### src/rtl/tl_pkg.sv
// tl_pkg: shared encodings for the timed two-street traffic-light controller.
//   - Light encodings L_GRN / L_YEL / L_RED (2'b11 is never driven).
//   - Controller state encodings S0..S3.
//   - lights_of(): Moore decode from state to the pair of street lights.
package tl_pkg;

  localparam logic [1:0] L_GRN = 2'b00;
  localparam logic [1:0] L_YEL = 2'b01;
  localparam logic [1:0] L_RED = 2'b10;

  // S0: A green / B red, S1: A yellow / B red,
  // S2: A red / B green, S3: A red / B yellow.
  typedef enum logic [1:0] {
    S0 = 2'b00,
    S1 = 2'b01,
    S2 = 2'b10,
    S3 = 2'b11
  } tl_state_e;

  typedef struct packed {
    logic [1:0] la;
    logic [1:0] lb;
  } tl_lights_t;

  // Every state keeps at least one street red, so the two streets can never
  // be green or yellow at the same time.
  function automatic tl_lights_t lights_of(input tl_state_e st);
    tl_lights_t l;
    l.la = L_RED;
    l.lb = L_RED;
    case (st)
      S0: begin
        l.la = L_GRN;
        l.lb = L_RED;
      end
      S1: begin
        l.la = L_YEL;
        l.lb = L_RED;
      end
      S2: begin
        l.la = L_RED;
        l.lb = L_GRN;
      end
      S3: begin
        l.la = L_RED;
        l.lb = L_YEL;
      end
      default: begin
        l.la = L_RED;
        l.lb = L_RED;
      end
    endcase
    return l;
  endfunction

endpackage

### src/rtl/tl_phase_cnt.sv
// tl_phase_cnt: saturating phase counter for the traffic-light controller.
//   Counts cycles spent in the current controller state. Clears on clr,
//   otherwise increments by one and holds at all-ones (never wraps, so a
//   long green cannot alias back below the minimum-green threshold).
// Ports:
//   clk     - clock, rising-edge active
//   reset_n - synchronous active-low reset (cnt -> 0)
//   clr     - clear request; cnt is 0 in the following cycle
//   cnt     - current count, CNT_W bits
module tl_phase_cnt #(
  parameter int unsigned CNT_W = 5
) (
  input  logic             clk,
  input  logic             reset_n,
  input  logic             clr,
  output logic [CNT_W-1:0] cnt
);

  logic [CNT_W-1:0] cnt_d, cnt_q;

  always_comb begin
    cnt_d = cnt_q;
    if (clr) begin
      cnt_d = '0;
    end else if (cnt_q != {CNT_W{1'b1}}) begin
      cnt_d = cnt_q + CNT_W'(1);
    end
  end

  always_ff @(posedge clk) begin
    if (!reset_n) begin
      cnt_q <= '0;
    end else begin
      cnt_q <= cnt_d;
    end
  end

  assign cnt = cnt_q;

endmodule

### src/rtl/tl_cntr_timed.sv
// tl_cntr_timed: two-street traffic-light controller with minimum green,
// fixed yellow and (optionally) maximum green for fairness.
//
// Cycle: S0 (A green) -> S1 (A yellow) -> S2 (B green) -> S3 (B yellow) -> S0.
// A green phase ends once it has lasted MIN_GRN cycles and its own street's
// sensor is clear; a yellow phase lasts exactly YEL_CYC cycles.
//
// Optional feature, macro TL_MAXGRN_EN: a green phase also ends after MAX_GRN
// cycles if the other street is waiting, regardless of its own sensor. With
// the macro undefined MAX_GRN only takes part in the parameter sanity check.
//
// Ports:
//   clk     - clock, all state changes on its rising edge
//   reset_n - synchronous active-low reset: state S0, cnt 0, chg 0
//   Ta, Tb  - traffic present on street A / B (already synchronised)
//   La, Lb  - street A / B light (00 green, 01 yellow, 10 red)
//   chg     - registered pulse, high in the first cycle of every new state
module tl_cntr_timed
  import tl_pkg::*;
#(
  parameter int unsigned CNT_W   = 5,
  parameter int unsigned MIN_GRN = 4,
  parameter int unsigned YEL_CYC = 3,
  parameter int unsigned MAX_GRN = 16
) (
  input  logic       clk,
  input  logic       reset_n,
  input  logic       Ta,
  input  logic       Tb,
  output logic [1:0] La,
  output logic [1:0] Lb,
  output logic       chg
);

  // Legal configuration: 1 <= YEL_CYC, 1 <= MIN_GRN <= MAX_GRN < 2^CNT_W.
  localparam bit PARAMS_OK = (YEL_CYC >= 1) && (MIN_GRN >= 1) && (MIN_GRN <= MAX_GRN) &&
                             (64'(MAX_GRN) < (64'd1 << CNT_W));

  // Count values of the last cycle of each timed phase.
  localparam logic [CNT_W-1:0] MIN_LAST = CNT_W'(MIN_GRN - 1);
  localparam logic [CNT_W-1:0] YEL_LAST = CNT_W'(YEL_CYC - 1);
`ifdef TL_MAXGRN_EN
  localparam logic [CNT_W-1:0] MAX_LAST = CNT_W'(MAX_GRN - 1);
`endif

  tl_state_e        state_d, state_q;
  logic             chg_d, chg_q;
  logic [CNT_W-1:0] cnt;
  logic             a_exit;     // leave A green this cycle
  logic             b_exit;     // leave B green this cycle
  logic             yel_done;   // last cycle of a yellow phase
  tl_lights_t       lights;

  // Phase counter restarts whenever the state is about to change, so cnt is
  // 0 in the first cycle of every state.
  tl_phase_cnt #(
    .CNT_W(CNT_W)
  ) u_phase_cnt (
    .clk    (clk),
    .reset_n(reset_n),
    .clr    (chg_d),
    .cnt    (cnt)
  );

  // Green-exit conditions. A sensor that drops early is simply held off by
  // the cnt threshold until the minimum green has been served.
  always_comb begin
    a_exit   = (cnt >= MIN_LAST) && !Ta;
    b_exit   = (cnt >= MIN_LAST) && !Tb;
    yel_done = (cnt == YEL_LAST);
`ifdef TL_MAXGRN_EN
    if ((cnt >= MAX_LAST) && Tb) begin
      a_exit = 1'b1;
    end
    if ((cnt >= MAX_LAST) && Ta) begin
      b_exit = 1'b1;
    end
`endif
  end

  always_comb begin
    state_d = state_q;
    unique case (state_q)
      S0: if (a_exit)   state_d = S1;
      S1: if (yel_done) state_d = S2;
      S2: if (b_exit)   state_d = S3;
      S3: if (yel_done) state_d = S0;
      default:          state_d = S0;
    endcase
    chg_d = (state_d != state_q);
  end

  always_ff @(posedge clk) begin
    if (!reset_n) begin
      state_q <= S0;
      chg_q   <= 1'b0;
    end else begin
      state_q <= state_d;
      chg_q   <= chg_d;
    end
  end

  // Moore outputs: decoded from the state register only.
  always_comb begin
    lights = lights_of(state_q);
  end

  assign La  = lights.la;
  assign Lb  = lights.lb;
  assign chg = chg_q;

  // Simulation-only configuration check.
  param_legal_a : assert property (@(posedge clk) PARAMS_OK)
    else $error("tl_cntr_timed: illegal parameters CNT_W=%0d MIN_GRN=%0d YEL_CYC=%0d MAX_GRN=%0d",
                CNT_W, MIN_GRN, YEL_CYC, MAX_GRN);

endmodule

### config.mk
export PLATFORM = sky130hd
export DESIGN_NAME = tl_cntr_timed
export DESIGN_NICKNAME = d
export VERILOG_FILES = /design/src/rtl/tl_pkg.sv /design/src/rtl/tl_phase_cnt.sv /design/src/rtl/tl_cntr_timed.sv
export SDC_FILE = /design/constraint.sdc
export NUM_CORES = 1
export LEC_CHECK = 0
export ABC_AREA = 1
export BUFFER_PORTS_ARGS = -buffer_cell sky130_fd_sc_hd__buf_4
export CORE_AREA = 3 3 40 42
export DETAILED_ROUTE_END_ITERATION = 16
export DIE_AREA = 0 0 43 45
export PLACE_DENSITY = 0.57
export SKIP_LAST_GASP = 1
export SYNTH_ARGS = -nofsm -noshare
export SYNTH_HDL_FRONTEND = slang
export SYNTH_SLANG_ARGS = --single-unit
### constraint.sdc
create_clock -name clk -period 1.5 [get_ports clk]
set_input_delay 0.375 -clock clk [delete_from_list [all_inputs] [get_ports clk]]
set_output_delay 0.375 -clock clk [all_outputs]
set_load 0.02 [all_outputs]
==> results_dict.tcl <==
set metrics [dict create \
    ios 9 \
    total_power_w 0.000639 \
    final_cell_mix "13 x buf_4, 7 x inv_1, 7 x nor2_1" \
    finalWeightedCongestion 0.726 \
    synthMuxAreaShare_pct 2.11 \
    synth_top_family_by_area "simple AND/OR/NAND/NOR gates" \
    layout-drive-gt1-share_pct 47.4 \
    p_per_area_mw_per_mm2 1010 \
    post_cts_resized 0 \
    fin_setup_tns_ns 0 \
    ys_ff_latch 8 \
    maxSlewViolCount 0 \
    worst_slew_pin_slew_ns 0.253 \
    nFillCells 132 \
    fin_nets 85 \
    port_buffers 8 \
    htree_levels 1 \
    cts_tree "yes" \
    die_width_um 43 \
    cts_buffers 3 \
    cellLeakagePower_nw 0.305 \
    crit_path_end_kind "flop" \
    initial_core_util_pct 36.9 \
    synth_fa_ha_area_share_pct 7.92 \
    cts_root_buf "clkbuf_4" \
    drc_errors 0 \
    multiInputGateArea_um2 289 \
    post_cts_buffers 0 \
    worstPathArrival_ns 1.61 \
    hold_violations 0 \
    clk_latency_ns 0.25 \
    synthFlopType "dfxtp_1" \
    clockBufferDepth 2 \
    synth.distinct_cells 20 \
    ff_latch_area_um2 163 \
    grt_max_degree 9 \
    path_max_fanout 4 \
    drt-initial-drc-count 11 \
    ys_async_sr_fraction_pct 0 \
    avgSynthCellArea_um2 7.53 \
    diodes 0 \
    track_usage_pct 10.3 \
    grt_pass1_wl_mm 1.44 \
    ys_seq_area_share_pct 33.8 \
    synthesis.area_um2 474 \
    ir_drop_uv 527 \
    cts_hold_buf 0 \
    ys_warn_count 0 \
    finClkSkew_ns 0.00377 \
    synth-simple-area-share_pct 33.2 \
    required_ns 1.70 \
    grt_pass1_vias 354 \
    synth_compound_area_share_pct 5.80 \
    maxCapViolCount 0 \
    num_rows 13 \
    worst_setup_path_start_kind "flop" \
    final_common_cell "buf_4" \
    drt-total-wl_um 843 \
    antenna_found_initial 0 \
    die_area_mm2 0.00194 \
    period_needed_ns 1.41 \
    syn_inst 63 \
    synth_xor_area_share_pct 5.54 \
    clk_pin_slew_ns 0.05 \
    cts.sinks 8 \
    fin_crit_sh_pct 94.0 \
    wl_per_cell_um 9.26 \
    vias_per_cell 4.56 \
    hp-class "in2reg" \
    dr.pass1.iters 4 \
    setup_viol 0 \
    syn-num-nets 70 \
    max_freq_ghz 0.710 \
    hpwl_um 655 \
    run_status "finished, final reports clean" \
    die_h_um 45 \
    ant_nets 0 \
    syn2layout_area_growth_pct 33.2 \
    fp.coreArea_mm2 0.00128 \
    routed-via-count 415 \
    crit_type "reg2reg" \
    maxSlewHeadroom_pct 83.1 \
    grt_overflow 0 \
    synth_edf_count 0 \
]
layer usage:
layer / routed length, µm / track usage [%] / part of all wire [%]
met1: 377 / 12.9 / 45
met5: 0 / 0 / 0
met4: 19 / 7.23 / 2.3
met3: 60 / 3.59 / 7.1
met2: 386 / 14.7 / 46
per-stage QoR:
stage	hold WS (ns)	area [µm²]	instances	setup WS, ns	utilization [%]
finish	0.402	632	91	0.0907	49.2
global route	0.413	632	91	-0.00579	49.2
CTS	0.400	604	91	0.0512	47.0
detailed placement	0.595	582	88	0.0608	45.3
global placement	0.606	582	88	0.0618	45.3
floorplan	0.509	485	63	0.00943	-
cell type report:
cell class / instances / area share, %
tap: 15 / 2.97
sequential: 8 / 25.7
inverter: 11 / 6.53
multi-input combinational: 41 / 45.7
timing repair buffer: 13 / 15.4
clock buffer: 3 / 3.56
registers in the layout, summed over array words and instances (netlist names):
signal           count
u_phase_cnt.cnt      5
state_q              2
chg                  1
final timing paths:
| kind | start | end | slack, ns | depth (start not counted) |
|---|---|---|---|---|
| min reg2reg | state_q[1] | state_q[1] | 0.60 | 2 |
| min | reset_n | state_q[1] | 0.40 | 3 |
| max reg2reg | u_phase_cnt.cnt[1] | u_phase_cnt.cnt[3] | 0.09 | 7 |
| max | u_phase_cnt.cnt[1] | u_phase_cnt.cnt[3] | 0.09 | 7 |
synthesized netlist by cell type (2+ instances only):
cell type | count | area, µm²
nand3_1 | 5 | 25.0
nand4_1 | 2 | 12.5
nor2_2 | 5 | 31.3
xor2_1 | 3 | 26.3
nand2_1 | 5 | 18.8
buf_2 | 2 | 10.0
inv_1 | 7 | 26.3
dfxtp_1 | 8 | 160
inv_2 | 4 | 15.0
nor2_1 | 8 | 30.0
ha_1 | 3 | 37.5
a21oi_1 | 3 | 15.0
report_power, final:
part           leakage [nW]  switching [W]  total (W)  internal, W
Clock                0.0138      0.0000736   0.000165    0.0000916
Combinational         0.226       0.000121   0.000215    0.0000940
Sequential           0.0657      0.0000178   0.000258     0.000240
worst max-delay path, cell delays in order, from the launching register on:
cell	delay, ns
dfxtp_2	0.32
ha_2	0.17
and3_2	0.22
ha_4	0.17
nor2_2	0.12
nand3_2	0.10
xor2_2	0.16
nor2_2	0.09
logic make-up (layout without fill, tap and decap cells):
logic type      after synthesis  after routing
simple gates                 29             29
buf+inv                      14             27
flops                         8              8
compound gates                5              5
fa+ha+maj                     3              3
xor+xnor                      3              3
mux                           1              1
Note: power is estimated with default switching activity, not from simulation.
